### src/rtl/leaf_out_arbiter.sv
// Round-robin arbiter from user output ports onto the leaf's single packet link.
// Per-port credit tracks destination freespace; each packet carries a per-port sequence address.
module leaf_out_arbiter #(
  parameter int unsigned PACKET_BITS           = 49,
  parameter int unsigned PAYLOAD_BITS          = 32,
  parameter int unsigned NUM_LEAF_BITS         = 5,
  parameter int unsigned NUM_PORT_BITS         = 4,
  parameter int unsigned NUM_ADDR_BITS         = 7,
  parameter int unsigned NUM_OUT_PORTS         = 4,
  parameter int unsigned NUM_BRAM_ADDR_BITS    = 7,
  parameter int unsigned FREESPACE_UPDATE_SIZE = 64
) (
  input  logic                                    clk,
  input  logic                                    reset,
  input  logic [NUM_OUT_PORTS*PAYLOAD_BITS-1:0]   din_leaf_user2interface,
  input  logic [NUM_OUT_PORTS-1:0]                vld_user2interface,
  output logic [NUM_OUT_PORTS-1:0]                ack_interface2user,
  input  logic                                    cfg_wr,
  input  logic [NUM_PORT_BITS-1:0]                cfg_port,
  input  logic [NUM_LEAF_BITS-1:0]                cfg_dst_leaf,
  input  logic [NUM_PORT_BITS-1:0]                cfg_dst_port,
  input  logic                                    credit_upd,
  input  logic [NUM_PORT_BITS-1:0]                credit_port,
  input  logic                                    out_stall,
  output logic [PACKET_BITS-1:0]                  dout_packet
);

  localparam int unsigned CREDIT_BITS = NUM_BRAM_ADDR_BITS + 1;
  localparam int unsigned PTR_BITS    = (NUM_OUT_PORTS > 1) ? $clog2(NUM_OUT_PORTS) : 1;
  localparam logic [CREDIT_BITS-1:0] CREDIT_MAX = CREDIT_BITS'(1 << NUM_BRAM_ADDR_BITS);

  logic [PTR_BITS-1:0]      rr_ptr;
  logic [NUM_OUT_PORTS-1:0] cfg_valid;
  logic [NUM_LEAF_BITS-1:0] dst_leaf   [NUM_OUT_PORTS];
  logic [NUM_PORT_BITS-1:0] dst_port   [NUM_OUT_PORTS];
  logic [NUM_ADDR_BITS-1:0] addr       [NUM_OUT_PORTS];
  logic [CREDIT_BITS-1:0]   credit     [NUM_OUT_PORTS];
  logic [CREDIT_BITS-1:0]   credit_nxt [NUM_OUT_PORTS];
  logic [PAYLOAD_BITS-1:0]  din_arr    [NUM_OUT_PORTS];
  logic [NUM_OUT_PORTS-1:0] eligible;
  logic                     grant_vld;
  logic [PTR_BITS-1:0]      grant_idx;
  logic [PTR_BITS-1:0]      cand;
  logic [31:0]              credit_sum;

  // Unpack user data and decide which ports may be served this cycle.
  always_comb begin
    for (int p = 0; p < NUM_OUT_PORTS; p++) begin
      din_arr[p]  = din_leaf_user2interface[p*PAYLOAD_BITS +: PAYLOAD_BITS];
      eligible[p] = vld_user2interface[p] & cfg_valid[p] & (credit[p] != '0) & ~out_stall;
    end
  end

  // Round-robin search from rr_ptr; walking backwards lets the nearest candidate win.
  always_comb begin
    grant_vld = 1'b0;
    grant_idx = '0;
    cand      = '0;
    for (int i = NUM_OUT_PORTS - 1; i >= 0; i--) begin
      cand = PTR_BITS'((32'(rr_ptr) + 32'(i)) % NUM_OUT_PORTS);
      if (eligible[cand]) begin
        grant_vld = 1'b1;
        grant_idx = cand;
      end
    end
  end

  // One-hot accept back to the user in the grant cycle.
  always_comb begin
    for (int p = 0; p < NUM_OUT_PORTS; p++) begin
      ack_interface2user[p] = grant_vld && (grant_idx == PTR_BITS'(p));
    end
  end

  // Credit next value: replenish, consume on grant, then saturate at buffer depth.
  always_comb begin
    credit_sum = '0;
    for (int p = 0; p < NUM_OUT_PORTS; p++) begin
      credit_sum = 32'(credit[p]);
      if (credit_upd && (credit_port == NUM_PORT_BITS'(p)))
        credit_sum = credit_sum + 32'(FREESPACE_UPDATE_SIZE);
      if (ack_interface2user[p])
        credit_sum = credit_sum - 32'd1;
      credit_nxt[p] = (credit_sum > 32'(CREDIT_MAX)) ? CREDIT_MAX : CREDIT_BITS'(credit_sum);
    end
  end

  // Output packet register and round-robin pointer.
  always_ff @(posedge clk or posedge reset) begin
    if (reset) begin
      dout_packet <= '0;
      rr_ptr      <= '0;
    end else begin
      if (grant_vld) begin
        dout_packet <= PACKET_BITS'({1'b1, dst_leaf[grant_idx], dst_port[grant_idx],
                                     addr[grant_idx], din_arr[grant_idx]});
        rr_ptr      <= PTR_BITS'((32'(grant_idx) + 32'd1) % NUM_OUT_PORTS);
      end else begin
        dout_packet <= '0;
      end
    end
  end

  // Per-port configuration, sequence address and credit state.
  always_ff @(posedge clk or posedge reset) begin
    if (reset) begin
      cfg_valid <= '0;
      for (int p = 0; p < NUM_OUT_PORTS; p++) begin
        dst_leaf[p] <= '0;
        dst_port[p] <= '0;
        addr[p]     <= '0;
        credit[p]   <= CREDIT_MAX;
      end
    end else begin
      for (int p = 0; p < NUM_OUT_PORTS; p++) begin
        credit[p] <= credit_nxt[p];
        if (ack_interface2user[p])
          addr[p] <= addr[p] + NUM_ADDR_BITS'(1);
        if (cfg_wr && (cfg_port == NUM_PORT_BITS'(p))) begin
          cfg_valid[p] <= 1'b1;
          dst_leaf[p]  <= cfg_dst_leaf;
          dst_port[p]  <= cfg_dst_port;
        end
      end
    end
  end

endmodule

### config.mk
export PLATFORM = sky130hd
export DESIGN_NAME = leaf_out_arbiter
export DESIGN_NICKNAME = d
export VERILOG_FILES = /design/src/rtl/leaf_out_arbiter.sv
export SDC_FILE = /design/constraint.sdc
export NUM_CORES = 1
export LEC_CHECK = 0
export BUFFER_PORTS_ARGS = -buffer_cell sky130_fd_sc_hd__buf_4
export CAP_MARGIN = 10
export CORE_ASPECT_RATIO = 0.6
export CORE_MARGIN = 2
export CORE_UTILIZATION = 34
export DETAILED_ROUTE_END_ITERATION = 8
export GPL_TIMING_DRIVEN = 0
export HOLD_SLACK_MARGIN = 0.06
export PLACE_DENSITY = 0.6
export SYNTH_ARGS = -nofsm -noshare
export SYNTH_HDL_FRONTEND = slang
export SYNTH_SLANG_ARGS = --single-unit
### constraint.sdc
create_clock -name clk -period 4.3 [get_ports clk]
set_input_delay 0.43 -clock clk [delete_from_list [all_inputs] [get_ports clk]]
set_output_delay 0.43 -clock clk [all_outputs]
set_load 0.1 [all_outputs]
==> results.py, run 1 <==
metrics = {
    "finish": {
        "syn_to_final_growth_pct": 31.2,
        "drive_gt1_frac": 0.329,
        "postLayoutCoreUtil": 0.457,
        "nFillCells": 2283,
        "fin_nets": 1201,
        "antennaDiodeCount": 0,
    },
    "sta": {
        "slew_viol_final": 0,
        "final-setup-viol-count": 0,
        "timing.final.crit_share": 0.859,
        "max_freq_ghz": 0.271,
        "setup_tns_ps": 0,
        "relSlewSlack": 0.334,
        "rsz0062_at_grt": "false",
        "fin_crit_ps": 3690,
        "worst_pin_slew_ps": 986,
        "hold_violations": 0,
        "skew_ps": 6.91,
    },
    "critical_path": {
        "reg2reg_slack_ps": 780,
        "critPathBufInv": 6,
        "cp_num_cells": 10,
        "cp-endpoint": "ack_interface2user[3]",
        "crit_path_end_kind": "primary output",
        "cp_data_required_time_ps": 3870,
        "critPathMaxFanout": 10,
        "crit_family": "buffers and inverters",
        "rr_startpoint": "credit[16]$_DFF_PP0_",
        "reg2reg_depth": 10,
        "crit_chain": "inv_1, ha_1, clkbuf_1, a31oi_1, o211ai_1, or2_2, clkbuf_1, inv_1, buf_2, buf_4",
        "critical_path.slowest_cell": "a31oi_1",
        "cp.arrival_ps": 3260,
        "startpoint": "credit[0]$_DFF_PP0_",
        "start_kind": "register",
        "crit_type": "reg -> out",
        "r2r_end": "dout_packet[46]$_DFF_PP0_",
        "crit_path_max_incr_delay_ps": 490,
    },
    "logic_synthesis": {
        "synth_area_leaders": "dfrtp_1, a211oi_1, mux2i_1, mux2_2, xnor2_1",
        "ys_seq_area_frac": 0.445,
        "yosys-top-cells-count": "dfrtp_1, a211oi_1, nor2_1, nor2b_1, mux2i_1",
        "synth_nets": 971,
        "yosys_most_used_dff": "dfrtp_1",
        "yosysMostFrequentCell": "dfrtp_1",
        "synth_enable_flop_cells": 0,
        "ys_types": 74,
        "yosysTopAreaCell": "dfrtp_1",
        "synth_cells": 797,
        "synth-seq-cells": 151,
        "syn_area_per_cell_um2": 10.7,
        "async_flop_share": 1.00,
        "synth_top_area_frac": 0.433,
        "yosysWarningCount": 0,
        "synth_area_um2": 8500,
    },
    "clock_network": {
        "cts_resized": 0,
        "ctsHoldBuffers": 1,
        "tritoncts": "done",
        "h-tree-depth": 4,
        "clock-sinks": 151,
        "clock_latency_ps": 430,
        "cts_buffers": 17,
        "cts.reportedPaths.clkPinSlew_ps": 60,
        "cts_setup_buffers": 0,
        "cts_root_buf": "clkbuf_16",
        "cts_buffer_depth": 2,
    },
    "power": {
        "ir_worst_vdd_uv": 304,
        "p_leak_nw": 4.98,
        "power.density_nw_per_um2": 741,
        "power_w": 0.00826,
    },
    "run": {
        "drv_cap": 0,
    },
    "global_routing": {
        "overflow": 0,
        "first_global_vias": 6976,
        "grt_max_degree": 41,
        "antenna_found_initial": 0,
        "grt_use_total": 0.189,
        "grt_first_pass_wirelength_um": 39100,
    },
    "routing": {
        "drtPass1Iterations": 6,
        "drc": 0,
        "wl_per_cell_um": 17.8,
        "viasPerCell": 5.07,
        "routed_wl_um": 24300,
        "drt_first_iter_violations": 365,
        "vias": 6897,
        "postRouteAntennaNets": 0,
    },
    "floorplanning": {
        "initial_core_util": 0.349,
        "rows": 44,
        "die_area_um2": 26300,
        "pin_count": 207,
        "fp.dieW_um": 208,
        "die_h_um": 126,
        "coreArea_um2": 24400,
    },
    "outcome": {
        "outcome": "completed",
    },
    "hold_path": {
        "min_path_cells": 2,
        "min_path_type": "in -> reg",
    },
    "placed_design": {
        "io_buffers": 206,
        "dp_hpwl_um": 18500,
        "globalplace.congestion": 0.831,
    },
}
[cell families (layout without fill, tap and decap cells)]
kind of cell / count (synthesis) / after routing / share of synthesized area
simple gates: 241 / 241 / 0.152
compound gates: 166 / 166 / 0.150
xor+xnor: 58 / 58 / 0.0598
buf+inv: 71 / 312 / 0.0518
flops: 151 / 151 / 0.445
fa+ha+maj: 20 / 20 / 0.0294
mux: 90 / 90 / 0.112
[how the worst min path moves through the flow]
| stage | startpoint | end | slack [ps] |
|---|---|---|---|
| CTS | cfg_dst_leaf[0] | dst_leaf[5]$_DFFE_PP0P_ | 240 |
| finish | cfg_dst_leaf[0] | dst_leaf[5]$_DFFE_PP0P_ | 260 |
| floorplan | cfg_valid[0]$_DFFE_PP0P_ | cfg_valid[0]$_DFFE_PP0P_ | 430 |
| global route | cfg_dst_leaf[0] | dst_leaf[5]$_DFFE_PP0P_ | 240 |
| global placement | addr[13]$_DFFE_PP0P_ | addr[13]$_DFFE_PP0P_ | 450 |
| detailed placement | reset | dout_packet[29]$_DFF_PP0_ | 420 |
[cells in the final DEF (no fill, tap or decap), types with 10 or more instances in the layout]
master / synthesis / routed
clkbuf_1: 15 / 18
ha_1: 20 / 20
buf_4: 1 / 207
o21ai_0: 10 / 10
nand2_1: 45 / 45
mux2i_1: 51 / 51
a21oi_1: 16 / 16
xnor2_1: 38 / 38
nor3_1: 16 / 15
a211oi_1: 94 / 94
nor2_1: 65 / 65
dfrtp_1: 147 / 147
buf_2: 15 / 15
nor2b_1: 52 / 52
xor2_1: 20 / 20
clkbuf_16: 0 / 17
mux2_2: 39 / 39
inv_1: 23 / 22
buf_12: 6 / 10
[metal layers]
| metal | GRT usage | wire (um) | up-vias |
|---|---|---|---|
| met4 | 0.0385 | 208 | 0 |
| met1 | 0.285 | 12700 | 3379 |
| met3 | 0.0436 | 1100 | 16 |
| met5 | 0 | 0 | - |
| met2 | 0.277 | 10200 | 167 |
| li1 | - | - | 3335 |
[area by class of cell]
cell class,count,area (um^2),area share
repair buffers,211,1640,0.147
plain buffers,44,327,0.0293
inverters,27,118,0.0105
flip-flops and latches,151,3780,0.339
clock buffers,21,450,0.0404
clock inverters,9,151,0.0136
multi-input cells,575,4280,0.384
well taps,322,403,0.0361
[where the power goes]
group / total, W / leakage, nW / switching (W) / internal (W)
logic: 0.00451 / 2.75 / 0.00307 / 0.00144
clock network: 0.00157 / 0.293 / 0.000592 / 0.000978
registers: 0.00218 / 1.94 / 0.000310 / 0.00187
[state kept, by name (all words and copies together) (netlist names)]
register / count
credit: 32
dout_packet: 49
addr: 28
dst_leaf: 20
cfg_valid: 4
rr_ptr: 2
dst_port: 16
[through the flow]
stage | setup slack, ps | area (um^2) | instances | hold slack [ps]
floorplan | 1320 | 8500 | 797 | 432
global placement | 715 | 10500 | 1325 | 453
detailed placement | 604 | 10500 | 1329 | 424
CTS | 569 | 11100 | 1360 | 239
global route | 341 | 11100 | 1360 | 236
finish | 607 | 11100 | 1360 | 260
(Power assumes the default switching activity.)
==> inputs of run 2 (changes only) <==
--- a/config.mk
+++ b/config.mk
@@ -9,11 +9,11 @@
 export CAP_MARGIN = 10
 export CORE_ASPECT_RATIO = 0.6
 export CORE_MARGIN = 2
-export CORE_UTILIZATION = 34
+export CORE_UTILIZATION = 28
 export DETAILED_ROUTE_END_ITERATION = 8
 export GPL_TIMING_DRIVEN = 0
 export HOLD_SLACK_MARGIN = 0.06
-export PLACE_DENSITY = 0.6
+export PLACE_DENSITY = 0.52
 export SYNTH_ARGS = -nofsm -noshare
 export SYNTH_HDL_FRONTEND = slang
 export SYNTH_SLANG_ARGS = --single-unit
==> results.py, run 2 (synthesis gave the netlist of run 1 again) <==
metrics = {
    "outcome": {
        "outcome": "completed",
    },
    "critical_path": {
        "critPathBufInv": 5,
        "critPathMaxFanout": 10,
        "cp_data_required_time_ps": 3870,
        "crit_path_frequent_cell": "inv_1",
        "crit_chain": "inv_1, ha_1, nor3b_1, a31o_2, a21oi_1, or2_2, clkbuf_1, inv_1, buf_2, buf_4",
        "crit_family": "buffers and inverters",
        "crit_path_max_incr_delay_ps": 480,
        "critical_path.slowest_cell": "nor3b_1",
        "crit_path_end_kind": "primary output",
        "cp.arrival_ps": 3340,
        "start_kind": "register",
        "crit_type": "reg -> out",
    },
    "sta": {
        "setup_tns_ps": 0,
        "rsz0062_at_grt": "false",
        "timing.final.crit_share": 0.876,
        "slew_viol_final": 0,
        "max_freq_ghz": 0.266,
        "skew_ps": 9.82,
        "hold_violations": 0,
        "final-setup-viol-count": 0,
        "worst_pin_slew_ps": 1010,
        "fin_crit_ps": 3770,
        "relSlewSlack": 0.320,
    },
    "floorplanning": {
        "rows": 49,
        "die_h_um": 139,
        "pin_count": 207,
        "initial_core_util": 0.284,
        "coreArea_um2": 29900,
        "die_area_um2": 31800,
        "fp.dieW_um": 229,
    },
    "placed_design": {
        "globalplace.congestion": 0.814,
        "io_buffers": 206,
        "dp_hpwl_um": 19300,
    },
    "power": {
        "p_leak_nw": 4.98,
        "ir_worst_vdd_uv": 458,
        "power.density_nw_per_um2": 728,
        "power.switching_w": 0.00401,
        "netSwitchingFraction": 0.489,
        "pwr-share-clk": 0.184,
        "cellInternalPower_w": 0.00419,
        "p_seq_frac": 0.267,
        "comb_power_share": 0.549,
    },
    "global_routing": {
        "first_global_vias": 6662,
        "overflow": 0,
        "grt_use_total": 0.161,
        "antenna_found_initial": 0,
        "grt_max_degree": 32,
        "grt_first_pass_wirelength_um": 39600,
    },
    "clock_network": {
        "clock-sinks": 151,
        "cts.reportedPaths.clkPinSlew_ps": 60,
        "clock_latency_ps": 430,
        "cts_buffer_depth": 2,
        "h-tree-depth": 4,
        "cts_root_buf": "clkbuf_16",
        "tritoncts": "done",
        "cts_setup_buffers": 0,
        "cts_buffers": 17,
    },
    "finish": {
        "postLayoutCoreUtil": 0.377,
        "syn_to_final_growth_pct": 32.6,
        "layout_common_cells": "buf_4, dfrtp_1, a211oi_1",
        "final_common_cell": "buf_4",
        "regMostFlops": "dout_packet",
        "fin_nets": 1203,
        "antennaDiodeCount": 0,
        "nFillCells": 3015,
        "reg_top3": "dout_packet: 49 flops, credit: 32 flops, addr: 28 flops",
        "largest_register_ffs": 49,
        "drive_gt1_frac": 0.334,
    },
    "run": {
        "drv_cap": 0,
    },
    "routing": {
        "postRouteAntennaNets": 0,
        "wl_per_cell_um": 17.4,
        "drt_first_iter_violations": 371,
        "drc": 0,
        "drtPass1Iterations": 5,
        "routed_wl_um": 25200,
        "viasPerCell": 4.70,
        "vias": 6814,
    },
    "hold_path": {
        "min_path_type": "in -> reg",
    },
}
run 2: final timing paths:
kind | to | slack, ps | cells after the start | startpoint
setup / recovery | ack_interface2user[3] | 530 | 10 | credit[16]$_DFF_PP0_
hold / removal | dst_leaf[4]$_DFFE_PP0P_ | 260 | 2 | cfg_dst_leaf[4]
setup reg to reg | dout_packet[42]$_DFF_PP0_ | 800 | 10 | credit[16]$_DFF_PP0_
hold reg to reg | addr[13]$_DFFE_PP0P_ | 460 | 1 | addr[13]$_DFFE_PP0P_
max in group asynchronous | dout_packet[42]$_DFF_PP0_ | 2520 | 7 | reset
min in group asynchronous | dout_packet[19]$_DFF_PP0_ | 580 | 3 | reset
run 2: layout make-up:
type	instances	area [um^2]	share of cell area
inverters	27	118	0.0104
plain buffers	44	327	0.0290
multi-input cells	575	4280	0.380
clock inverters	12	128	0.0113
flip-flops and latches	151	3780	0.336
clock buffers	20	457	0.0405
well taps	408	510	0.0453
repair buffers	213	1670	0.148
run 2: timing repair:
item | CTS | global route
hold buffers | 1 | 0
endpoints found under the hold margin | 18 | 0
gates resized for setup | 0 | 0
run 2: worst reg2reg max path: cells and delay by family, from the launching register on:
kind | cells | cell delay (ps)
AND/OR/NAND/NOR | 1 | 480
flip-flops | 1 | 400
adder cells (fa/ha/maj) | 1 | 220
buffers and inverters | 4 | 1030
AO/OA/AOI/OAI | 4 | 1250
run 2: routing by layer:
metal	vias to the layer above	part of all wire	GRT usage	wire, um
met5	-	0	0	0
met4	0	0.0065	0.0342	165
met3	13	0.049	0.0374	1230
met2	171	0.40	0.217	10200
met1	3288	0.54	0.254	13600
li1	3342	-	-	-
run 2: per-stage QoR:
step	worst slack [ps]	power [W]	cell area, um^2	instances	hold slack (ps)
floorplan	1320	0.00558	8500	797	432
global placement	646	0.00668	10600	1411	450
detailed placement	674	0.00673	10700	1417	455
CTS	511	0.00827	11300	1450	232
global route	230	0.00870	11300	1450	241
finish	535	0.00820	11300	1450	258
run 2: power groups by stage:
stage                     Clock (W)  Combinational [W]  Sequential [W]
after global placement            0            0.00448         0.00221
after global routing        0.00162            0.00483         0.00225
final                       0.00151            0.00450         0.00219
after detailed placement          0            0.00451         0.00221
after floorplan                   0            0.00214         0.00345
after CTS                   0.00155            0.00453         0.00219
==> inputs of run 3 (changes only) <==
--- a/config.mk
+++ b/config.mk
@@ -7,13 +7,15 @@
 export LEC_CHECK = 0
 export BUFFER_PORTS_ARGS = -buffer_cell sky130_fd_sc_hd__buf_4
 export CAP_MARGIN = 10
+export CELL_PAD_IN_SITES_DETAIL_PLACEMENT = 1
+export CELL_PAD_IN_SITES_GLOBAL_PLACEMENT = 1
 export CORE_ASPECT_RATIO = 0.6
 export CORE_MARGIN = 2
 export CORE_UTILIZATION = 28
 export DETAILED_ROUTE_END_ITERATION = 8
 export GPL_TIMING_DRIVEN = 0
 export HOLD_SLACK_MARGIN = 0.06
-export PLACE_DENSITY = 0.52
+export PLACE_DENSITY = 0.63
 export SYNTH_ARGS = -nofsm -noshare
 export SYNTH_HDL_FRONTEND = slang
 export SYNTH_SLANG_ARGS = --single-unit
==> results.py, run 3 (synthesis gave the netlist of run 1 again) <==
metrics = {
    "hold_path": {
        "min_path_type": "in -> reg",
    },
    "finish": {
        "drive_gt1_frac": 0.334,
        "reg_top3": "dout_packet: 49 flops, credit: 32 flops, addr: 28 flops",
        "finalNonFillerCells": 1448,
        "antennaDiodeCount": 0,
        "syn_to_final_growth_pct": 33.6,
        "largest_register_ffs": 49,
        "postLayoutCoreUtil": 0.379,
        "layout_common_cells": "buf_4, dfrtp_1, a211oi_1",
        "nFillCells": 3395,
        "regMostFlops": "dout_packet",
        "fin_nets": 1202,
        "final_common_cell": "buf_4",
    },
    "outcome": {
        "outcome": "completed",
    },
    "sta": {
        "relSlewSlack": 0.414,
        "worst_pin_slew_ps": 866,
        "rsz0062_at_grt": "false",
        "hold_violations": 0,
        "setup_tns_ps": 0,
        "final-setup-viol-count": 0,
        "slew_viol_final": 0,
        "fin_crit_ps": 3830,
        "skew_ps": 6.43,
        "timing.final.crit_share": 0.890,
        "max_freq_ghz": 0.261,
        "hold_slack_ps": 251,
    },
    "routing": {
        "routed_wl_um": 27400,
        "viasPerCell": 4.80,
        "drc": 0,
        "postRouteAntennaNets": 0,
        "drtPass1Iterations": 4,
        "drt_first_iter_violations": 368,
        "vias": 6955,
        "wl_per_cell_um": 18.9,
    },
    "clock_network": {
        "clock-sinks": 151,
        "cts_resized": 0,
        "tritoncts": "done",
        "cts_setup_buffers": 0,
        "cts_buffer_depth": 2,
        "cts_root_buf": "clkbuf_16",
        "cts.reportedPaths.clkPinSlew_ps": 60,
        "cts_buffers": 17,
        "clock_latency_ps": 440,
        "h-tree-depth": 4,
    },
    "critical_path": {
        "crit_path_max_incr_delay_ps": 550,
        "r2r_end": "dout_packet[42]$_DFF_PP0_",
        "crit_path_end_kind": "primary output",
        "startpoint": "credit[0]$_DFF_PP0_",
        "crit_type": "reg -> out",
        "cp_data_required_time_ps": 3870,
        "cp-endpoint": "ack_interface2user[3]",
        "critPathMaxFanout": 10,
        "crit_chain": "inv_1, ha_1, clkbuf_1, a31oi_1, o211ai_1, or2_2, clkbuf_1, inv_1, buf_2, buf_4",
        "reg2reg_slack_ps": 720,
        "critical_path.slowest_cell": "a31oi_1",
        "rr_startpoint": "credit[0]$_DFF_PP0_",
        "cp.arrival_ps": 3400,
        "reg2reg_depth": 10,
        "start_kind": "register",
    },
    "power": {
        "comb_power_share": 0.534,
        "power_w": 0.00854,
        "p_seq_frac": 0.257,
        "pwr-share-clk": 0.209,
        "cellInternalPower_w": 0.00447,
        "p_leak_nw": 5.02,
        "power.switching_w": 0.00407,
        "netSwitchingFraction": 0.477,
        "power.density_nw_per_um2": 752,
        "ir_worst_vdd_uv": 275,
    },
    "placed_design": {
        "globalplace.congestion": 0.785,
        "io_buffers": 206,
        "dp_hpwl_um": 21100,
        "dpl.cell_count": 1416,
    },
    "global_routing": {
        "first_global_vias": 7255,
        "overflow": 0,
        "grt_use_total": 0.177,
        "antenna_found_initial": 0,
        "grt_first_pass_wirelength_um": 43500,
        "grt_max_degree": 37,
    },
    "floorplanning": {
        "rows": 49,
        "die_area_um2": 31800,
        "initial_core_util": 0.284,
        "fp.dieW_um": 229,
        "coreArea_um2": 29900,
        "die_h_um": 139,
        "pin_count": 207,
    },
    "run": {
        "drv_cap": 0,
    },
}
-- run 3: cell count changes in the layout (fill, tap and decap cells not counted), sizes merged --
cell / before / now
clkinv: 8 / 5
clkinvlp: 5 / 4
clkbuf: 35 / 33
bufinv: 2 / 7
buf: 241 / 240
-- run 3: worst min path at each step --
stage / from / endpoint / slack, ps / cells past startpoint
after floorplan: cfg_valid[0]$_DFFE_PP0P_ / cfg_valid[0]$_DFFE_PP0P_ / 430 / 1
after global placement: addr[13]$_DFFE_PP0P_ / addr[13]$_DFFE_PP0P_ / 450 / 1
after detailed placement: addr[13]$_DFFE_PP0P_ / addr[13]$_DFFE_PP0P_ / 450 / 1
after CTS: cfg_dst_port[1] / dst_port[1]$_DFFE_PP0P_ / 220 / 2
after global routing: cfg_dst_leaf[3] / dst_leaf[13]$_DFFE_PP0P_ / 220 / 2
final: cfg_dst_port[1] / dst_port[1]$_DFFE_PP0P_ / 250 / 2
-- run 3: layout make-up --
cell class,instances,area (um^2),area share
plain buffers,44,327,0.0288
clock buffers,18,439,0.0387
clock inverters,13,251,0.0222
inverters,27,118,0.0104
multi-input cells,575,4280,0.377
flip-flops and latches,151,3780,0.333
well taps,408,510,0.0450
repair buffers,212,1640,0.145
-- run 3: power by group through the flow --
| stage | sequential [W] | combinational, W | clock, W |
|---|---|---|---|
| floorplan | 0.00345 | 0.00214 | 0 |
| global placement | 0.00221 | 0.00450 | 0 |
| detailed placement | 0.00222 | 0.00458 | 0 |
| CTS | 0.00220 | 0.00460 | 0.00183 |
| global route | 0.00226 | 0.00493 | 0.00189 |
| finish | 0.00220 | 0.00456 | 0.00178 |
-- run 3: per-stage QoR --
stage,worst slack (ps),area [um^2]
final,472,11400
after global routing,184,11400
after CTS,418,11400
after detailed placement,684,10700
after global placement,680,10600
after floorplan,1320,8500
-- run 3: critical path, delay by kind of cell, from the launching register on --
kind / cells / cell delay, ps
buffers and inverters: 6 / 1240
AOI/OAI and AO/OA: 2 / 770
and+or+nand+nor: 1 / 320
DFF: 1 / 410
adders and majority gates: 1 / 220
-- run 3: layer usage --
layer  GRT usage  vias to the layer above  wire length (um)
met1       0.269                     3466             14500
li1            -                     3334                 -
met3      0.0428                       19              1160
met2       0.252                      136             11500
met4      0.0359                        0               189
met5           0                        -                 0
-- run 3: what timing repair did --
action                     in CTS  in global routing
setup endpoints to repair       0                  0
hold endpoints to repair       17                  0
hold buffers                    1                  0
